**src/rtl/mouse_pkg.sv**
```systemverilog
// Shared definitions for the PS/2 mouse receive/transmit path: receiver
// states, error-code encodings and frame geometry.
package mouse_pkg;

  typedef enum logic [2:0] {
    IDLE,
    DATA,
    PARITY,
    STOP,
    DONE
  } rx_state_e;

  localparam logic [1:0] ERR_NONE   = 2'b00;
  localparam logic [1:0] ERR_PARITY = 2'b01;
  localparam logic [1:0] ERR_STOP   = 2'b10;

  // start + 8 data + parity + stop
  localparam int PS2_FRAME_BITS = 11;
  localparam int PS2_DATA_BITS  = PS2_FRAME_BITS - 3;

endpackage

```
**src/rtl/ps2_line_sync.sv**
```systemverilog
// Two-flop synchroniser for an open-collector PS/2 line plus a falling-edge
// detector on the synchronised level. Idles high to match the pulled-up bus.
module ps2_line_sync (
  input  logic clk_i,
  input  logic reset_i,
  input  logic line_i,
  output logic level_o,
  output logic fall_o
);

  logic meta_q;
  logic sync_q;
  logic prev_q;

  always_ff @(posedge clk_i) begin
    if (reset_i) begin
      meta_q <= 1'b1;
      sync_q <= 1'b1;
      prev_q <= 1'b1;
    end else begin
      meta_q <= line_i;
      sync_q <= meta_q;
      prev_q <= sync_q;
    end
  end

  assign level_o = sync_q;
  assign fall_o  = prev_q & ~sync_q;

endmodule

```
**src/rtl/mouse_receiver.sv**
```systemverilog
// PS/2 device-to-host receiver: deframes start/8 data/odd parity/stop frames
// clocked by the mouse, reports each byte with an error code and a one-cycle
// ready strobe, and abandons frames whose mouse clock stalls.
module mouse_receiver
  import mouse_pkg::*;
#(
  parameter int TIMEOUT_CYCLES = 200000,
  parameter int TIMER_W        = 18
) (
  input  logic       CLK,
  input  logic       RESET,
  input  logic       CLK_MOUSE_IN,
  input  logic       DATA_MOUSE_IN,
  input  logic       READ_ENABLE,
  output logic [7:0] BYTE_READ,
  output logic [1:0] BYTE_ERROR_CODE,
  output logic       BYTE_READY
);

  logic mouseFall;
  logic mouseData;
  logic unusedClkLevel;
  logic unusedDataFall;

  ps2_line_sync uClkSync (
    .clk_i   (CLK),
    .reset_i (RESET),
    .line_i  (CLK_MOUSE_IN),
    .level_o (unusedClkLevel),
    .fall_o  (mouseFall)
  );

  ps2_line_sync uDataSync (
    .clk_i   (CLK),
    .reset_i (RESET),
    .line_i  (DATA_MOUSE_IN),
    .level_o (mouseData),
    .fall_o  (unusedDataFall)
  );

  rx_state_e          state_q, state_d;
  logic [7:0]         shift_q, shift_d;
  logic [2:0]         bitCount_q, bitCount_d;
  logic               parity_q, parity_d;
  logic [TIMER_W-1:0] timer_q, timer_d;
  logic [7:0]         byteRead_q, byteRead_d;
  logic [1:0]         errCode_q, errCode_d;
  logic               ready_q, ready_d;
  logic               timeout;

  always_ff @(posedge CLK) begin
    if (RESET) begin
      state_q    <= IDLE;
      shift_q    <= '0;
      bitCount_q <= '0;
      parity_q   <= 1'b0;
      timer_q    <= '0;
      byteRead_q <= 8'h00;
      errCode_q  <= ERR_NONE;
      ready_q    <= 1'b0;
    end else begin
      state_q    <= state_d;
      shift_q    <= shift_d;
      bitCount_q <= bitCount_d;
      parity_q   <= parity_d;
      timer_q    <= timer_d;
      byteRead_q <= byteRead_d;
      errCode_q  <= errCode_d;
      ready_q    <= ready_d;
    end
  end

  assign timeout = (timer_q == TIMER_W'(TIMEOUT_CYCLES - 1));

  // Outputs are registered on the stop-bit edge so they, and the strobe,
  // are visible during the single DONE cycle.
  always_comb begin
    state_d    = state_q;
    shift_d    = shift_q;
    bitCount_d = bitCount_q;
    parity_d   = parity_q;
    timer_d    = timer_q;
    byteRead_d = byteRead_q;
    errCode_d  = errCode_q;
    ready_d    = 1'b0;

    case (state_q)
      IDLE: begin
        timer_d = '0;
        if (mouseFall && READ_ENABLE && !mouseData) begin
          state_d    = DATA;
          shift_d    = '0;
          bitCount_d = '0;
        end
      end

      DATA, PARITY, STOP: begin
        if (mouseFall) begin
          timer_d = '0;
          case (state_q)
            DATA: begin
              shift_d    = {mouseData, shift_q[7:1]};
              bitCount_d = bitCount_q + 3'd1;
              if (bitCount_q == 3'(PS2_DATA_BITS - 1)) begin
                state_d = PARITY;
              end
            end
            PARITY: begin
              parity_d = mouseData;
              state_d  = STOP;
            end
            default: begin
              byteRead_d = shift_q;
              errCode_d  = ((~^{shift_q, parity_q}) ? ERR_PARITY : ERR_NONE) |
                           ((!mouseData) ? ERR_STOP : ERR_NONE);
              ready_d    = 1'b1;
              state_d    = DONE;
            end
          endcase
        end else if (timeout) begin
          // Stalled frame: drop the partial byte, leave outputs untouched.
          timer_d = '0;
          state_d = IDLE;
        end else begin
          timer_d = timer_q + TIMER_W'(1);
        end
      end

      DONE: begin
        timer_d = '0;
        state_d = IDLE;
      end

      default: begin
        state_d = IDLE;
      end
    endcase
  end

  assign BYTE_READ       = byteRead_q;
  assign BYTE_ERROR_CODE = errCode_q;
  assign BYTE_READY      = ready_q;

endmodule

```
**config.mk**
```make
export PLATFORM = sky130hd
export DESIGN_NAME = mouse_receiver
export DESIGN_NICKNAME = d
export VERILOG_FILES = /design/src/rtl/mouse_pkg.sv /design/src/rtl/ps2_line_sync.sv /design/src/rtl/mouse_receiver.sv
export SDC_FILE = /design/constraint.sdc
export NUM_CORES = 1
export LEC_CHECK = 0
export BUFFER_PORTS_ARGS = -buffer_cell sky130_fd_sc_hd__buf_4
export CAP_MARGIN = 20
export CELL_PAD_IN_SITES_DETAIL_PLACEMENT = 2
export CELL_PAD_IN_SITES_GLOBAL_PLACEMENT = 2
export CORE_ASPECT_RATIO = 0.6
export CORE_MARGIN = 10
export CORE_UTILIZATION = 33
export DETAILED_ROUTE_END_ITERATION = 6
export GPL_TIMING_DRIVEN = 0
export PLACE_DENSITY_LB_ADDON = 0.1
export SLEW_MARGIN = 5
export SYNTH_ARGS = -nofsm -noshare
export SYNTH_HDL_FRONTEND = slang
export SYNTH_SLANG_ARGS = --single-unit
```
**constraint.sdc**
```tcl
create_clock -name CLK -period 1.65 [get_ports CLK]
set_clock_uncertainty 0.05 [all_clocks]
set_input_delay 0.33 -clock CLK [delete_from_list [all_inputs] [get_ports CLK]]
set_output_delay 0.33 -clock CLK [all_outputs]
set_load 0.005 [all_outputs]
```
Yosys cells after proc, flatten, opt, wreduce, memory -nomap -nowiden --
Cells that the tools add are included.
Word-level totals: register bits 49, bits in writable memories 0, bits in read-only memories 0, word-level logic and storage cells 67, input port bits 5, latch bits 0, memories kept 0
Cells by class: order comparisons 0, shifts and indexed selects 0, multiply operators 0, equality and inequality tests 11, reduce and logical (&&, ||, !) cells 15, bitwise operators 6, $add $sub $neg 2, divide/modulo/power cells 0, multiplexer cells 20
Operators by type and width (number):
- $mux W18 | 2
- $pmux W18 S2 | 1
- $mux W8 | 3
- $mux W3 | 7
- $add A18 B1 Y18 const B | 1
- $eq A18 B18 Y1 const B | 1
- $pmux W3 S2 | 3
- $pmux W8 S2 | 1
- $reduce_and A3 Y1 | 3
- $reduce_xnor A9 Y1 | 1
- $eq A3 B2 Y1 const B | 2
- $eq A3 B3 Y1 const B | 2
- $ne A2 B2 Y1 const B | 3
- $reduce_or A3 Y1 | 2
- $ne A4 B4 Y1 const B | 1
- $not A1 Y1 | 4
- $reduce_and A4 Y1 | 1
- $reduce_bool A2 Y1 | 2
- $reduce_or A2 Y1 | 2
- $add A3 B1 Y3 const B | 1
- $eq A3 B1 Y1 const B | 1
- $logic_not A3 Y1 | 1
- $ne A3 B3 Y1 const B | 1
- $logic_and A1 B1 Y1 | 2
- 5 further kinds | 6

Logic depth before layout (Yosys ltp) --
depth in word-level cells 6, depth in mapped cells 7, depth with buffers taken out 6

Cells and area by module --
Synthesis repeated with hierarchy kept, for this count alone.
Second synthesis, totals: cell total of the unflattened synthesis 266, area, all modules 2272.2 um^2
Modules (own cells, without submodules):
- mouse_receiver | instances 1, cells an instance 252, area an instance 2102.0 um^2, sequential area each 880.8 um^2
- ps2_line_sync | instances 2, cells an instance 7, area an instance 85.1 um^2, sequential area each 60.1 um^2

Worst setup path before layout --
Ideal clock, no wire load.
path type register -> register, start point reg timer_q[0], end point reg timer_q[5], period minus slack after synthesis 1.723 ns, path slack -0.073 ns, arrival time 1.599 ns, stages on the path, launching flop included 8, path through dfxtp_1 -> ha_1 -> and4_4 -> and4_4 -> a211oi_4 -> buf_6 -> o21ai_1 -> a31oi_1
Between the ends: longest elaborated chain between the ends 4, elaborated cells between the ends (all ways) 5, those cells by class 1 x add/sub; 1 x eq/ne; 3 x mux
RTL lines:
- from (decl) | RTL line mouse_receiver.sv:45 | logic [TIMER_W-1:0] timer_q, timer_d;
- from (signal assigned) | RTL line mouse_receiver.sv:66 | timer_q <= timer_d;
- $add A18 B1 Y18 / $eq A18 B18 Y1 (equally long branches) | RTL line mouse_receiver.sv:125, mouse_receiver.sv:73
- $mux W18 * | RTL line mouse_receiver.sv:120 | end else if (timeout) begin
- $mux W18 * | RTL line mouse_receiver.sv:98 | if (mouseFall) begin
- $pmux W18 S2 * | RTL line mouse_receiver.sv:87 | case (state_q)
Every way passes the cells marked *; elsewhere a longest branch is shown, timed or not. A chain may end at the register's enable or synchronous reset.

Worst setup path in the final report --
start point reg timer_q[0], end point reg timer_q[13]
The elaborated chain is that of the path after synthesis.

==> flow_summary.ini <==
[run_status]
run_status = finished with violations
violations_in_the_final_reports = setup timing

[critical_path]
timing.critical_path.fanout_max = 6
worstPathBufferInverterCount = 2
critPathTopFamily = compound AO/OA/AOI/OAI gates
crit_arrival_ps = 2000
cpPeakStageDelay_ps = 350
required_ps = 1820
crit_path_top_delay_cell = dfxtp_4
setup.worst_path.end_class = flip-flop
setup.worst_path.class = reg -> reg
crit_path_cell_trace = ha_4 -> and4_4 -> and4_4 -> a211oi_4 -> buf_6 -> buf_8 -> a31oi_4 -> a31oi_1
critical_path.startpoint_type = flip-flop
critPathMostFrequentCell = and4_4

[timing]
worst_slew_pin_slew_ps = 522
slew_headroom_pct = 65.2
drv_slew = 0
final_critical_path_required_period_ps = 1830
max_clock_freq_mhz = 546
finalHoldViolCount = 0
finalSetupViolCount = 18
timing.hold.ws_ps = 166
rsz0062_at_grt = yes
final_worst_path_setup_slack_ps = -181
min_period_over_period_pct = 111
tns_ps = -1580

[clock_network]
numClockSinks = 49
numCtsBuffers = 5
clk_transition_reported_paths_ps = 70
cts-htree-levels = 2
ctsLongestPathBuffers = 2
cts-root-buf = clkbuf_16
clock_latency_ps = 300
tritoncts = yes

[finish]
num-nets-final = 292
syn2layout_area_growth_pct = 28.4
post_layout_nonfiller_instances = 372
drive_above_1_share_pct = 29.8
summed_area_of_non_filler_cells_in_the_final_layout_sq_um = 2900
n_antenna_cell = 0

[power_and_ir_drop]
power_leakage_nw = 1.20
vdd.ir_drop.worst_v = 0.000474
power_density_nw_per_um2 = 869
p_total_mw = 2.52

[yosys]
async_s_r_ff_share_synth_pct = 0
postSynthAreaPerCell_sq_um = 8.99
synth.ff_latch_count = 49
syn_area_sq_um = 2260
post_synth_inst_count = 251
ys_seq_area_share_pct = 43.5
synth-warning-count = 0
synth_enable_flop_cells = 0
yosys.cell_types.count = 45
syn_nets = 259
synth_flop_cell = dfxtp_1

[route]
first_pass_iters = 6
route.vias.total = 1960
drt_drc_violations_left = 0
drt_iter0_markers = 120
route.final.wire_length_um = 7270
drt-wirelength-per-cell_um = 19.5
detail_route_antenna_nets = 0
routed_via_density = 5.27

[global_routing]
grt_pass1_wl_um = 11400
grt_antenna_before_repair = 0
maximum_number_of_pins_on_one_net_before_global_route_repair = 17
overflow = 0
grt_usage_pct = 13.3
first_global_vias = 2049

[placed_design]
io_buffer_count = 14
dpl.hpwl_um = 4850
place_congestion = 0.764
post_dp_cell_area_sq_um = 2490
numPlacedInstances = 352

[die]
chipWidth_um = 127
initial_core_util_pct = 34.0
core_area_sq_um = 6650
top_level_ports = 16
die_height_um = 84.1
row_count = 23
die_area_sq_um = 10700

[hold_path]
min-delay-path-class = in -> reg

[run]
maxCapViolCount = 0
## worst register-to-register path, cell delays in order (launching register included)
cell and delay (ps):
dfxtp_4 350, ha_4 150, and4_4 200, and4_4 180, a211oi_4 230, buf_6 180
buf_8 140, a31oi_4 80, a31oi_1 170
## logic make-up (layout without fill, tap and decap cells)
group | Yosys count | count (layout) | synth area share, %
and+or+nand+nor | 95 | 95 | 22.5
DFF | 49 | 49 | 43.5
buffers and inverters | 19 | 53 | 4.27
muxes | 10 | 10 | 4.43
AOI/OAI and AO/OA | 62 | 62 | 18.6
adders and majority gates | 3 | 3 | 1.66
xor gates and xnor gates | 13 | 13 | 5.04
## state kept, by name, summed over array words and instances (netlist names), 2 cells and up
name,count
BYTE_ERROR_CODE,2
BYTE_READ,8
bitCount_q,3
shift_q,8
state_q,3
timer_q,18
## cells in the mapped netlist, types with 2 or more instances
cell | count | share of area [%]
nor2b_1 | 2 | 0.55
nand2_1 | 16 | 2.7
and4_4 | 2 | 1.0
buf_2 | 5 | 1.1
buf_6 | 2 | 1.0
and4_1 | 2 | 0.78
o211a_1 | 2 | 0.89
a2111oi_2 | 2 | 1.3
a22o_1 | 6 | 2.3
a21oi_1 | 27 | 6.0
xnor2_1 | 10 | 3.9
o21ai_1 | 4 | 0.89
nor3_1 | 2 | 0.44
clkbuf_1 | 8 | 1.3
and4b_1 | 2 | 0.89
xor2_1 | 3 | 1.2
and3_1 | 11 | 3.0
a31oi_1 | 8 | 2.2
dfxtp_1 | 49 | 43
nand2b_1 | 3 | 0.83
mux2i_1 | 10 | 4.4
nor2_1 | 28 | 4.7
and2_1 | 4 | 1.1
nand4_1 | 3 | 0.83
nand4b_1 | 2 | 0.78
o21ai_0 | 2 | 0.44
ha_1 | 3 | 1.7
inv_1 | 3 | 0.50
or2_2 | 5 | 1.4
nand3_1 | 9 | 2.0
a211oi_1 | 2 | 0.66
## through the flow
step                      utilization [%]  worst slack (ps)
after floorplan                         -              4.02
after global placement               37.4              -208
after global routing                 43.6              -246
after detailed placement             37.4              -249
final                                43.6              -181
after CTS                            41.5              -160
## where the power goes
group | internal [mW] | switching, mW
clock | 0.613 | 0.501
combinational | 0.0797 | 0.126
sequential | 1.19 | 0.00727
total | 1.88 | 0.634
## final timing paths
check                        from                to  slack (ps)  cells past startpoint
setup / recovery       timer_q[0]       timer_q[13]        -180                      8
hold / removal       CLK_MOUSE_IN   uClkSync.meta_q         170                      2
setup reg to reg       timer_q[0]       timer_q[13]        -180                      8
hold reg to reg   uClkSync.meta_q  uClkSync.level_o         370                      1
## per-layer routing
metal,GRT usage [%],wire (um)
met5,0,0
met4,3.71,55
met3,3.68,235
met2,18.7,3060
met1,18.9,3920
## cell type report
type | instances | area [sq um]
Buffer | 13 | 90.1
Clock buffer | 6 | 139
Clock inverter | 2 | 17.5
Fill cell | 718 | 3750
Inverter | 3 | 11.3
Multi-Input combinational cell | 183 | 1300
Sequential cell | 49 | 995
Tap cell | 87 | 109
Timing Repair Buffer | 29 | 236
## layout by cell type, fill, tap and decap left out, drive strengths merged, types with 4 or more instances in the layout
master,n
o21ai,6
xnor2,10
inv,4
dfxtp,49
nand3,9
or2,5
and2,4
and3,11
a21oi,27
a22o,6
mux2i,10
buf,35
nor2,28
clkbuf,13
a31oi,8
and4,4
nand2,17
## timing repair
action / 4_1_cts / 5_1_grt
setup endpoints to repair: 37 / 36
cloned: 2 / 0
hold buffers: 0 / 0
pin swaps: 10 / 11
resized for setup: 15 / 33
buffers inserted: 9 / 4
Note: power is estimated with default switching activity, not from simulation.
